[config.mk]
export PLATFORM = sky130hd
export DESIGN_NAME = video_timing_gen
export DESIGN_NICKNAME = d
export VERILOG_FILES = /design/src/rtl/video_timing_gen.sv
export SDC_FILE = /design/constraint.sdc
export NUM_CORES = 1
export LEC_CHECK = 0
export BUFFER_PORTS_ARGS = -buffer_cell sky130_fd_sc_hd__buf_2
export CAP_MARGIN = 20
export CORE_UTILIZATION = 46
export DETAILED_ROUTE_END_ITERATION = 6
export GPL_ROUTABILITY_DRIVEN = 0
export PLACE_DENSITY_LB_ADDON = 0.1
export SLEW_MARGIN = 20
export SYNTH_ARGS = -nofsm -noshare
export SYNTH_HDL_FRONTEND = slang
export SYNTH_SLANG_ARGS = --single-unit
export TNS_END_PERCENT = 100
[constraint.sdc]
create_clock -name VGA_CLK -period 19.04 [get_ports VGA_CLK]
set_input_delay 0.952 -clock VGA_CLK [delete_from_list [all_inputs] [get_ports VGA_CLK]]
set_output_delay 0.952 -clock VGA_CLK [all_outputs]
set_load 0.1 [all_outputs]
[src/rtl/video_timing_gen.sv]
// Raster timing generator with shadowed run-time config applied only at frame boundaries.
// Outputs registered, one cycle behind the h/v counters; en=0 freezes counters and levels, suppresses pulses.
module video_timing_gen #(
    parameter int CNT_W    = 12,
    parameter int D_H_ACT  = 640,
    parameter int D_H_FP   = 16,
    parameter int D_H_SYNC = 96,
    parameter int D_H_BP   = 48,
    parameter int D_V_ACT  = 480,
    parameter int D_V_FP   = 10,
    parameter int D_V_SYNC = 2,
    parameter int D_V_BP   = 33,
    parameter int D_HS_POL = 0,
    parameter int D_VS_POL = 0
) (
    input  logic             VGA_CLK,
    input  logic             RESET,
    input  logic             en,
    input  logic             cfg_load,
    input  logic [CNT_W-1:0] cfg_h_act,
    input  logic [CNT_W-1:0] cfg_h_fp,
    input  logic [CNT_W-1:0] cfg_h_sync,
    input  logic [CNT_W-1:0] cfg_h_bp,
    input  logic [CNT_W-1:0] cfg_v_act,
    input  logic [CNT_W-1:0] cfg_v_fp,
    input  logic [CNT_W-1:0] cfg_v_sync,
    input  logic [CNT_W-1:0] cfg_v_bp,
    input  logic             cfg_hs_pol,
    input  logic             cfg_vs_pol,
    output logic             cfg_pending,
    output logic             cfg_err,
    output logic             hs_o,
    output logic             vs_o,
    output logic             de_o,
    output logic [CNT_W-1:0] x_o,
    output logic [CNT_W-1:0] y_o,
    output logic             sof_o,
    output logic             eol_o
);

    localparam int SW = CNT_W + 2;

    typedef struct packed {
        logic [CNT_W-1:0] h_act;
        logic [CNT_W-1:0] h_fp;
        logic [CNT_W-1:0] h_sync;
        logic [CNT_W-1:0] h_bp;
        logic [CNT_W-1:0] v_act;
        logic [CNT_W-1:0] v_fp;
        logic [CNT_W-1:0] v_sync;
        logic [CNT_W-1:0] v_bp;
        logic             hs_pol;
        logic             vs_pol;
    } timing_t;

    localparam timing_t DEF_CFG = '{
        h_act:  CNT_W'(D_H_ACT),
        h_fp:   CNT_W'(D_H_FP),
        h_sync: CNT_W'(D_H_SYNC),
        h_bp:   CNT_W'(D_H_BP),
        v_act:  CNT_W'(D_V_ACT),
        v_fp:   CNT_W'(D_V_FP),
        v_sync: CNT_W'(D_V_SYNC),
        v_bp:   CNT_W'(D_V_BP),
        hs_pol: 1'(D_HS_POL),
        vs_pol: 1'(D_VS_POL)
    };

    localparam logic [SW-1:0] ONE     = SW'(1);
    localparam logic [SW-1:0] CNT_MAX = SW'((1 << CNT_W) - 1);

    timing_t          act_cfg;
    timing_t          shadow_cfg;
    timing_t          new_cfg;
    logic [CNT_W-1:0] h;
    logic [CNT_W-1:0] v;

    logic [SW-1:0] h_ext, v_ext;
    logic [SW-1:0] ht, vt, new_ht, new_vt;
    logic [SW-1:0] hs_start, hs_end, vs_start, vs_end;
    logic          h_last, v_last, apply;
    logic          cfg_bad;
    logic          de_d, hs_act, vs_act, sof_d, eol_d;

    always_comb begin
        new_cfg = '{
            h_act:  cfg_h_act,
            h_fp:   cfg_h_fp,
            h_sync: cfg_h_sync,
            h_bp:   cfg_h_bp,
            v_act:  cfg_v_act,
            v_fp:   cfg_v_fp,
            v_sync: cfg_v_sync,
            v_bp:   cfg_v_bp,
            hs_pol: cfg_hs_pol,
            vs_pol: cfg_vs_pol
        };
        new_ht = SW'(new_cfg.h_act) + SW'(new_cfg.h_fp) + SW'(new_cfg.h_sync) + SW'(new_cfg.h_bp);
        new_vt = SW'(new_cfg.v_act) + SW'(new_cfg.v_fp) + SW'(new_cfg.v_sync) + SW'(new_cfg.v_bp);
        cfg_bad = (new_cfg.h_act == '0) || (new_cfg.h_fp == '0) ||
                  (new_cfg.h_sync == '0) || (new_cfg.h_bp == '0) ||
                  (new_cfg.v_act == '0) || (new_cfg.v_fp == '0) ||
                  (new_cfg.v_sync == '0) || (new_cfg.v_bp == '0) ||
                  (new_ht > CNT_MAX) || (new_vt > CNT_MAX);
    end

    always_comb begin
        h_ext    = SW'(h);
        v_ext    = SW'(v);
        hs_start = SW'(act_cfg.h_act) + SW'(act_cfg.h_fp);
        hs_end   = hs_start + SW'(act_cfg.h_sync);
        ht       = hs_end + SW'(act_cfg.h_bp);
        vs_start = SW'(act_cfg.v_act) + SW'(act_cfg.v_fp);
        vs_end   = vs_start + SW'(act_cfg.v_sync);
        vt       = vs_end + SW'(act_cfg.v_bp);
        h_last   = (h_ext == ht - ONE);
        v_last   = (v_ext == vt - ONE);
        apply    = en && h_last && v_last && cfg_pending;
        de_d     = (h < act_cfg.h_act) && (v < act_cfg.v_act);
        hs_act   = (h_ext >= hs_start) && (h_ext < hs_end);
        vs_act   = (v_ext >= vs_start) && (v_ext < vs_end);
        sof_d    = de_d && (h == '0) && (v == '0);
        eol_d    = de_d && (h_ext == SW'(act_cfg.h_act) - ONE);
    end

    always_ff @(posedge VGA_CLK) begin
        if (RESET) begin
            h           <= '0;
            v           <= '0;
            act_cfg     <= DEF_CFG;
            shadow_cfg  <= DEF_CFG;
            cfg_pending <= 1'b0;
            cfg_err     <= 1'b0;
            de_o        <= 1'b0;
            sof_o       <= 1'b0;
            eol_o       <= 1'b0;
            x_o         <= '0;
            y_o         <= '0;
            hs_o        <= ~DEF_CFG.hs_pol;
            vs_o        <= ~DEF_CFG.vs_pol;
        end else begin
            cfg_err <= en && cfg_load && cfg_bad;
            sof_o   <= en && sof_d;
            eol_o   <= en && eol_d;
            if (en) begin
                de_o <= de_d;
                hs_o <= hs_act ^ ~act_cfg.hs_pol;
                // VS only moves at line start so it stays aligned to the HS/DE grid.
                if (h == '0) begin
                    vs_o <= vs_act ^ ~act_cfg.vs_pol;
                end
                if (de_d) begin
                    x_o <= h;
                    y_o <= v;
                end
                if (h_last) begin
                    h <= '0;
                    v <= v_last ? '0 : v + CNT_W'(1);
                end else begin
                    h <= h + CNT_W'(1);
                end
            end
            // Apply takes the old shadow; a same-cycle accepted load refills it and keeps pending set.
            if (apply) begin
                act_cfg <= shadow_cfg;
            end
            if (cfg_load && !cfg_bad) begin
                shadow_cfg  <= new_cfg;
                cfg_pending <= 1'b1;
            end else if (apply) begin
                cfg_pending <= 1'b0;
            end
        end
    end

endmodule

=== Word level (Yosys, flattened, before mapping) ===
Cells that the tools add are included.
Widths: inputs -> output; s select.

* Input bits: 102
* Register bits after elaboration: 251
* Output and inout port bits: 31
* Logic and storage cells: 105

* Multiplexer cells: 4
* Bitwise gates (word level): 4
* $lt $le $gt $ge: 8
* Add/sub/neg operators: 17
* Equal/unequal tests: 3
* Reductions and logical operators: 38

{| class="wikitable"
|+ Operators with widths
! operator !! number
|-
| $logic_not 12->1 || 10
|-
| $add 13x12->14 || 4
|-
| $add 14x12->14 || 4
|-
| $add 12x12->13 || 4
|-
| $eq 12x14->1 || 3
|-
| $gt 14x12->1 const B || 2
|-
| $lt 12x14->1 || 2
|-
| $sub 14x1->14 const B || 2
|-
| $ge 12x13->1 || 2
|-
| $add 12x1->12 const B || 2
|-
| $lt 12x12->1 || 2
|-
| $mux 12 || 2
|-
| $logic_and 1x1->1 || 14
|-
| $sub 12x1->13 const B || 1
|-
| $logic_or 1x1->1 || 9
|-
| $reduce_and 2->1 || 3
|-
| $mux 1 || 2
|-
| $not 1->1 || 2
|-
| $reduce_bool 2->1 || 1
|-
| $xor 1x1->1 || 2
|-
| $logic_not 1->1 || 1
|}

=== Depth between registers and ports, before layout ===
Gate-level depths: netlist of the first run.

* Depth in word-level cells: 13
* Gate-level depth with buffers: 32

=== Least setup slack after synthesis of the first run ===
No wires, ideal clock.

* Path kind: register to register
* Start point: register act_cfg[75] (netlist bit)
* End point: register act_cfg[72] (netlist bit)
* Library setup time: 0.128 ns
* Buffers on the path: 3
* Period minus slack after synthesis: 6.170 ns
* Data arrival time: 6.043 ns
* Required time: 18.912 ns
* Stages on the path, launching flop included: 29
* Setup slack: 12.870 ns
* Cell sequence: dfxtp_1 ha_1 a21o_1 a21oi_1 o21bai_1 a211o_1 a31oi_1 nor2b_1 o21a_1 nor2_1 xnor2_1 ha_1 nand3_1 inv_1 a31o_2 a211oi_1 xnor2_1 ha_1 or2_2 a31o_2 o41ai_1 xor2_1 nor4_2 or4b_1 buf_2 buf_6 buf_6 mux2i_1 nor2_1

* Cells in the longest elaborated chain, start to end: 8

{| class="wikitable"
|+ Ends and longest elaborated chain
! item !! line !! RTL
|-
| start, declared || 72 || <nowiki>timing_t act_cfg;</nowiki>
|-
| start signal, assigned || 165 || <nowiki>act_cfg <= shadow_cfg;</nowiki>
|-
| $add 12x12->13 || 110 || <nowiki>hs_start = SW'(act_cfg.h_act) + SW'(act_cfg.h_fp);</nowiki>
|-
| $add 13x12->14 || 111 || <nowiki>hs_end = hs_start + SW'(act_cfg.h_sync);</nowiki>
|-
| $add 14x12->14 || 112 || <nowiki>ht = hs_end + SW'(act_cfg.h_bp);</nowiki>
|-
| $sub 14x1->14 || 116 || <nowiki>h_last = (h_ext == ht - ONE);</nowiki>
|-
| $eq 12x14->1 || 116 ||
|-
| $logic_and 1x1->1 (3 in a row) || 118 || <nowiki>apply = en && h_last && v_last && cfg_pending;</nowiki>
|}

Every way passes these cells.
A chain may end at the register's enable or synchronous reset.

=== Worst setup path after layout of the first run ===
* Start point: register act_cfg[75] (netlist bit)
* End point: register act_cfg[12] (netlist bit)

The elaborated chain is that of the path after synthesis.

==> metrics.yaml, run 1 <==
floorplanning:
  fp-row-count: 70
  die_x_um: 194.9
  die_height_um: 194.9
  initial_core_util: 0.4676
  io_pins: 133
  die_area_mm2: 0.03799
  coreArea_mm2: 0.03661
route:
  drt_wl_total_um: 44680
  dr.first_iter.drc_count: 895
  route.met2.wl_um: 18220
  vias: 13450
  first_pass_iters: 5
  ant_nets: 0
  drc: 0
  dr_wl_met3_um: 1822
  viasPerCell: 5.462
  wl_per_cell_um: 18.14
  top_layer_used: "met4"
  wl_met1_um: 23500
setup_path:
  worst-endpoint-required_ns: 19.46
  rrSetupSlack_ns: 11.51
  arrival_ns: 7.95
  r2r-end: "act_cfg[12]"
  crit_type: "flip-flop to flip-flop"
  end_kind: "flip-flop"
  critPathMostFrequentCell: "ha_1"
  critPathLaunchType: "flip-flop"
  r2r_cells: 26
  cpPeakStageDelay_ns: 0.92
  reg2reg_from: "act_cfg[75]"
  cp_slowest_cell: "or4b_4"
  critPathMaxFanout: 52
timing:
  timing_hold_violations_final: 0
  setup_tns_ns: 0
  setup_viol: 0
  fin_skew_ns: 0.02554
  tightest_slew_ns: 1.014
  final.period_utilization: 0.3955
  setup_slack_ns: 11.51
  slew_headroom: 0.3243
  max_freq_ghz: 0.1328
  rsz0062_at_grt: "false"
  slew_viol_final: 0
  min_period_ns: 7.530
final_layout:
  drive_gt1_frac: 0.1023
  nets: 2327
  final_util: 0.5205
  syn_to_final_growth_pct: 11.31
  fillers: 3470
  antenna_cells: 0
placed_design:
  io_buffers: 132
  pre_cts_ws_ns: 11.58
  hpwlAfterDp_um: 34950
clocking:
  clk_latency_ns: 0.57
  h-tree-depth: 1
  cts_tree: "yes"
  clock-root-buffer: "clkbuf_16"
  clk_pin_slew_ns: 0.06
  cts.sink_count: 251
  postCtsHoldBufs: 0
  postCtsSetupRepairBufs: 0
  cts_resized: 0
  cts_max_path_buffers: 3
  numCtsBuffers: 29
min_path:
  hold_path_end: "y_o[6]"
  holdPathStages: 2
  min_from: "y_o[6]"
  hp-class: "flip-flop to flip-flop"
logic_synthesis:
  synth_fp_nets: 2231
  yosys.cell_count.top_type: "dfxtp_1"
  ys_ff_latch: 251
  seq_area_frac_synth: 0.2935
  postSynthAreaPerCell_um2: 9.111
  synth_cell_types: 69
  synthArstFlopShare: 0
  synthTopCellsByArea: "dfxtp_1 (29%), ha_1 (14%), mux2i_1 (12%), fa_1 (6.3%), nor2_1 (5.3%)"
  yosys_warnings: 0
  synth.largest_area_cell: "dfxtp_1"
  syn_area_mm2: 0.01712
  yosys.area.top_type_share: 0.2935
  synth_edf_count: 0
  synth_common_cells: "dfxtp_1 (251), nor2_1 (242), mux2i_1 (200)"
  synthFlopType: "dfxtp_1"
  syn_inst: 1879
power:
  power_density_mw_per_mm2: 69.43
  p_seq_frac: 0.423
  swShare: 0.2727
  leakagePower_nw: 8.908
  p_switching_mw: 0.3608
  p_clk_frac: 0.422
  p_total_mw: 1.323
  vdd.ir_drop.worst_mv: 0.05960
  intPower_mw: 0.9623
  p_comb_frac: 0.155
global_route:
  grt_max_degree: 96
  grt_pass1_wl_um: 71850
  antenna_found_initial: 0
  grt_use_total: 0.2372
  grt_pass1_vias: 13100
  grt_overflow: 0
flow_run:
  max_cap_violations: 0
outcome:
  outcome: "completed"
## power groups by stage
| stage | Combinational (mW) | Clock [mW] | Sequential (mW) |
|---|---|---|---|
| after CTS | 0.206 | 0.572 | 0.559 |
| final | 0.205 | 0.558 | 0.560 |
| after global routing | 0.230 | 0.593 | 0.561 |
| after floorplan | 0.138 | 0 | 0.572 |
| after global placement | 0.202 | 0 | 0.570 |
| after detailed placement | 0.205 | 0 | 0.571 |
## cell usage in the layout, fill, tap and decap left out, types with 13 or more instances in the layout
master	instances
ha_1	196
nor2_1	241
buf_2	131
o21ai_0	53
inv_1	144
nand3_1	34
xor2_1	49
nor2b_1	21
xnor2_1	71
a21oi_1	76
nor3_1	44
nand4_1	17
o21a_1	14
nor4_1	32
dfxtp_1	251
fa_1	54
nand2b_1	64
mux2i_1	200
and3_1	13
a211oi_1	15
nand2_1	35
clkbuf_16	29
a21o_1	43
## layout make-up
| type | count | area [um2] | share of cell area |
|---|---|---|---|
| inverters | 145 | 544.3 | 0.02856 |
| repair buffers | 141 | 737.0 | 0.03867 |
| flip-flops and latches | 251 | 5025 | 0.2637 |
| clock buffers | 40 | 797.0 | 0.04183 |
| clock inverters | 11 | 151.4 | 0.007945 |
| well taps | 468 | 585.6 | 0.03073 |
| multi-input cells | 1407 | 11220 | 0.5886 |
## how the worst max path moves through the flow
stage / startpoint / endpoint / slack [ns] / depth (start not counted)
6_report: act_cfg[75] / act_cfg[12] / 11.51 / 26
5_1_grt: act_cfg[87] / act_cfg[42] / 10.88 / 26
4_1_cts: act_cfg[87] / act_cfg[12] / 11.54 / 26
3_5_place_dp: act_cfg[87] / act_cfg[12] / 11.58 / 26
3_3_place_gp: act_cfg[87] / act_cfg[25] / 11.73 / 26
2_1_floorplan: act_cfg[75] / act_cfg[72] / 12.87 / 28
## logic make-up after synthesis
| family | after synthesis | share of synthesized area |
|---|---|---|
| and+or+nand+nor | 545 | 0.1562 |
| xor gates and xnor gates | 120 | 0.06139 |
| AOI/OAI and AO/OA | 292 | 0.1135 |
| DFF | 251 | 0.2935 |
| buffers and inverters | 221 | 0.05211 |
| muxes | 200 | 0.1169 |
| adders and majority gates | 250 | 0.2064 |
## registers in the layout (all words and copies together), names as in the netlist
signal	count
act_cfg	98
shadow_cfg	98
h	12
v	12
x_o	12
y_o	12
cfg_err	1
cfg_pending	1
de_o	1
eol_o	1
hs_o	1
sof_o	1
vs_o	1
## metal layers
layer,vias to the layer above,global-route usage
met5,-,0
met2,319,0.3483
met4,0,0.06620
met3,65,0.02429
met1,6299,0.3633
li1,6770,-
## worst max-delay path: cells and delay by family (launching register included)
kind / cells / cell delay [ns]
AOI/OAI and AO/OA: 10 / 2.57
and+or+nand+nor: 8 / 2.23
adders and majority gates: 3 / 0.97
buffers and inverters: 1 / 0.52
xor gates and xnor gates: 3 / 0.45
DFF: 1 / 0.33
muxes: 1 / 0.26
## per-stage QoR
step,area [um2],instances,hold WS [ns]
after floorplan,17120,1879,0.4471
after global placement,18110,2412,0.4573
after detailed placement,18110,2412,0.4628
after CTS,19060,2463,0.4746
after global routing,19060,2463,0.4993
final,19060,2463,0.4701
Note: power is estimated with default switching activity, not from simulation.
==> run 2, diff against run 1 <==
==> constraint.sdc (replaced) <==
create_clock -name VGA_CLK -period 6.2 [get_ports VGA_CLK]
set_input_delay 0.31 -clock VGA_CLK [delete_from_list [all_inputs] [get_ports VGA_CLK]]
set_output_delay 0.31 -clock VGA_CLK [all_outputs]
set_load 0.1 [all_outputs]
==> metrics.yaml, run 2 (synthesis results as in run 1) <==
placed_design:
  dpl.cell_count: 2489
  hpwlAfterDp_um: 35370
  io_buffers: 132
setup_path:
  worst-endpoint-required_ns: 6.63
  end_kind: "flip-flop"
  crit_type: "flip-flop to flip-flop"
  critPathMaxFanout: 12
  critPathMostFrequentCell: "buf_4"
  cpPeakStageDelay_ns: 0.56
  arrival_ns: 6.86
  crit_family: "simple AND/OR/NAND/NOR gates"
  critPathLaunchType: "flip-flop"
  cp_num_buf_inv: 9
  cp_slowest_cell: "or4_4"
timing:
  setup_slack_ns: -0.2351
  fin_skew_ns: 0.01771
  slew_viol_final: 0
  rsz0062_at_grt: "true"
  setup_viol: 98
  slew_headroom: 0.3911
  final.period_utilization: 1.038
  tightest_slew_ns: 0.9133
  timing_hold_violations_final: 0
  max_freq_ghz: 0.1554
  setup_tns_ns: -15.50
  min_period_ns: 6.435
global_route:
  grt_max_degree: 94
  grt_use_total: 0.2460
  grt_overflow: 0
  grt_pass1_wl_um: 74360
  antenna_found_initial: 1
  grt_pass1_vias: 13620
power:
  vdd.ir_drop.worst_mv: 0.2382
  power_density_mw_per_mm2: 198.7
  leakagePower_nw: 9.725
final_layout:
  final_util: 0.5638
  nets: 2441
  final_common_cell: "dfxtp_1"
  fillers: 3330
  antenna_cells: 0
  final-instance-count-excl-fill: 2579
  final_cell_mix: "dfxtp_1 (248), nor2_1 (238), mux2i_1 (193), ha_1 (190), inv_1 (141)"
  syn_to_final_growth_pct: 20.57
  reg_top3: "act_cfg x98, shadow_cfg x98"
  drive_gt1_frac: 0.1786
route:
  vias: 14070
  ant_nets: 0
  viasPerCell: 5.457
  drt_wl_total_um: 47270
  first_pass_iters: 5
  drc: 0
  dr.first_iter.drc_count: 783
  wl_per_cell_um: 18.33
floorplanning:
  initial_core_util: 0.4676
  die_x_um: 194.9
  die_area_mm2: 0.03799
  fp-row-count: 70
  coreArea_mm2: 0.03661
  io_pins: 133
  die_height_um: 194.9
clocking:
  numCtsBuffers: 29
  clk_latency_ns: 0.57
  clk_pin_slew_ns: 0.06
  cts_tree: "yes"
  clock-root-buffer: "clkbuf_16"
  cts_max_path_buffers: 3
  cts.sink_count: 251
  h-tree-depth: 1
min_path:
  hp-class: "input pin to flip-flop"
flow_run:
  max_cap_violations: 0
outcome:
  outcome: "complete, but fails checks"
  violations: "setup timing"
-- run 2: cell types whose count changed in the layout (fill, tap and decap cells not counted), sizes merged --
cell,delta
buf,+107
dlygate4sd3,+3
clkbuf,+2
clkinv,+2
inv,+2
-- run 2: per-stage QoR --
| stage | cell area (um2) | hold slack, ns | power [mW] | setup slack [ns] |
|---|---|---|---|---|
| 2_1_floorplan | 17120 | 0.4374 | 2.178 | 0.02978 |
| 3_3_place_gp | 18740 | 0.4557 | 2.371 | -0.3907 |
| 3_5_place_dp | 18740 | 0.4610 | 2.384 | -0.4437 |
| 4_1_cts | 20230 | 0.02249 | 4.129 | -0.2139 |
| 5_1_grt | 20640 | 0.03640 | 4.280 | -0.5686 |
| 6_report | 20640 | 0.03483 | 4.101 | -0.2351 |
-- run 2: where the power goes --
part | internal [mW] | total, mW | switching (mW) | leakage, nW
registers | 1.67 | 1.72 | 0.0484 | 2.03
clock network | 1.03 | 1.74 | 0.709 | 0.468
logic | 0.271 | 0.640 | 0.368 | 7.23
total | 2.98 | 4.10 | 1.13 | 9.73
-- run 2: routing by layer --
metal / wire [um] / track usage
met1: 23830 / 0.3706
met2: 20130 / 0.3733
met3: 2241 / 0.01995
met4: 1078 / 0.06766
met5: 0 / 0
-- run 2: worst paths after layout --
check / endpoint / startpoint / slack (ns) / depth (start not counted)
hold / removal: shadow_cfg[62] / cfg_h_sync[0] / 0.03 / 3
hold reg to reg: y_o[9] / y_o[9] / 0.47 / 2
setup reg to reg: act_cfg[13] / act_cfg[26] / -0.24 / 30
setup / recovery: act_cfg[13] / act_cfg[26] / -0.24 / 30
-- run 2: repair_timing --
item	in CTS	in global routing
gates resized for setup	42	61
hold endpoints to repair	3	0
gates cloned	7	5
hold buffers	3	0
setup buffers	16	9
pin swaps	26	48
endpoints found under the setup margin	119	123
-- run 2: layout make-up --
type                            instances  area, um2  area share
Inverter                              145      546.8     0.02649
Multi-Input combinational cell       1407      11600      0.5618
Timing Repair Buffer                  255       1914     0.09274
Tap cell                              468      585.6     0.02837
Sequential cell                       251       5029      0.2436
Clock buffer                           38      799.5     0.03873
Clock inverter                         15      171.4    0.008304
-- run 2: worst register-to-register path, delay by kind of cell, from the launching register on --
kind / cells / cell delay, ns
compound gates: 7 / 1.09
xor+xnor: 3 / 0.54
fa+ha+maj: 5 / 1.42
buf+inv: 9 / 1.30
flops: 1 / 0.31
mux: 1 / 0.17
simple gates: 5 / 1.44
==> run 3, diff against run 2 <==
--- a/config.mk
+++ b/config.mk
@@ -10,6 +10,7 @@
 export CORE_UTILIZATION = 46
 export DETAILED_ROUTE_END_ITERATION = 6
 export GPL_ROUTABILITY_DRIVEN = 0
+export MAX_ROUTING_LAYER = met4
 export PLACE_DENSITY_LB_ADDON = 0.1
 export SLEW_MARGIN = 20
 export SYNTH_ARGS = -nofsm -noshare
==> metrics.yaml, run 3 (synthesis results as in run 1) <==
timing:
  setup_slack_ns: -0.1982
  min_period_ns: 6.398
  max_freq_ghz: 0.1563
  fin_skew_ns: 0.02022
  setup_tns_ns: -14.29
  timing.hold.ws_ns: 0.03512
  final.period_utilization: 1.032
  setup_viol: 98
  slew_headroom: 0.3816
  rsz0062_at_grt: "true"
  slew_viol_final: 0
  timing_hold_violations_final: 0
  tightest_slew_ns: 0.9275
final_layout:
  syn_to_final_growth_pct: 20.53
  final_common_cell: "dfxtp_1"
  final_cell_mix: "dfxtp_1 (248), nor2_1 (238), mux2i_1 (193), ha_1 (190), inv_1 (141)"
  final-instance-count-excl-fill: 2579
  drive_gt1_frac: 0.1781
  antenna_cells: 0
  reg_top3: "act_cfg x98, shadow_cfg x98"
  nets: 2441
floorplanning:
  io_pins: 133
  fp-row-count: 70
  die_height_um: 194.9
  initial_core_util: 0.4676
  coreArea_mm2: 0.03661
  die_x_um: 194.9
  die_area_mm2: 0.03799
route:
  drc: 0
  drt_wl_total_um: 47300
  route.met2.wl_um: 20200
  ant_nets: 0
  top_layer_used: "met4"
  viasPerCell: 5.458
  wl_met1_um: 24080
  dr_wl_met3_um: 1920
  first_pass_iters: 5
  vias: 14080
  wl_per_cell_um: 18.34
  dr.first_iter.drc_count: 827
power:
  p_total_mw: 4.108
  vdd.ir_drop.worst_mv: 0.2389
  leakagePower_nw: 9.719
  power_density_mw_per_mm2: 199.1
global_route:
  grt_use_total: 0.2534
  antenna_found_initial: 1
  grt_overflow: 0
  grt_max_degree: 94
  grt_pass1_wl_um: 74340
  grt_pass1_vias: 13630
placed_design:
  hpwlAfterDp_um: 35370
  io_buffers: 132
  dpl.cell_count: 2489
  pre_cts_ws_ns: -0.4437
setup_path:
  end_kind: "flip-flop"
  critPathLaunchType: "flip-flop"
  critPathMostFrequentCell: "ha_4"
  arrival_ns: 6.81
  cp_slowest_cell: "or4b_4"
  critPathMaxFanout: 9
  worst-endpoint-required_ns: 6.61
  cpPeakStageDelay_ns: 0.53
  crit_type: "flip-flop to flip-flop"
clocking:
  cts_tree: "yes"
  cts_max_path_buffers: 3
  cts.sink_count: 251
  h-tree-depth: 1
  numCtsBuffers: 29
  clk_latency_ns: 0.57
  clk_pin_slew_ns: 0.06
  clock-root-buffer: "clkbuf_16"
flow_run:
  max_cap_violations: 0
outcome:
  outcome: "complete, but fails checks"
  violations: "setup timing"
min_path:
  hp-class: "input pin to flip-flop"
-- run 3: cell types whose count changed in the layout (fill, tap and decap cells not counted) --
cell / before / now
nand2b_1: 63 / 64
nand2b_4: 1 / 0
-- run 3: power by group --
group / internal [mW] / total (mW) / switching [mW]
Combinational: 0.271 / 0.639 / 0.368
Sequential: 1.67 / 1.72 / 0.0488
Clock: 1.03 / 1.75 / 0.716
-- run 3: worst paths after layout --
kind,start,to,slack (ns),cells past startpoint
worst min-delay path,cfg_h_sync[0],shadow_cfg[62],0.04,3
worst min register to register,x_o[7],x_o[7],0.47,2
worst max-delay path,act_cfg[87],act_cfg[77],-0.20,31
worst max register to register,act_cfg[87],act_cfg[77],-0.20,31
-- run 3: final cells by class --
type	count	area, um2
flip-flops and latches	251	5029
multi-input cells	1407	11590
clock inverters	15	171.4
repair buffers	255	1914
clock buffers	38	799.5
inverters	145	546.8
fillers	3331	15980
well taps	468	585.6
-- run 3: through the flow --
stage               instance area, um2  utilization
floorplan                        17120            -
global placement                 18740       0.5118
detailed placement               18740       0.5118
CTS                              20230       0.5527
global route                     20630       0.5636
finish                           20630       0.5636
-- run 3: worst max-delay path: cells and delay by family, from the launching register on --
| kind | cells | cell delay, ns |
|---|---|---|
| AOI/OAI and AO/OA | 10 | 2.16 |
| and+or+nand+nor | 11 | 1.81 |
| adders and majority gates | 4 | 0.95 |
| buffers and inverters | 3 | 0.42 |
| xor gates and xnor gates | 2 | 0.35 |
| DFF | 1 | 0.33 |
| muxes | 1 | 0.17 |
-- run 3: routing by layer --
metal  vias up  GRT usage
li1       6994          -
met1      6677     0.3701
met2       342     0.3737
met3        64    0.01978
met4         0    0.06766
met5         -          -
-- run 3: repair_timing --
item / in CTS / in global routing
setup buffers: 16 / 9
hold buffers: 3 / 0
pin swaps: 26 / 48
endpoints found under the setup margin: 119 / 123
resized for setup: 42 / 60
hold endpoints to repair: 3 / 0
gates cloned: 7 / 5
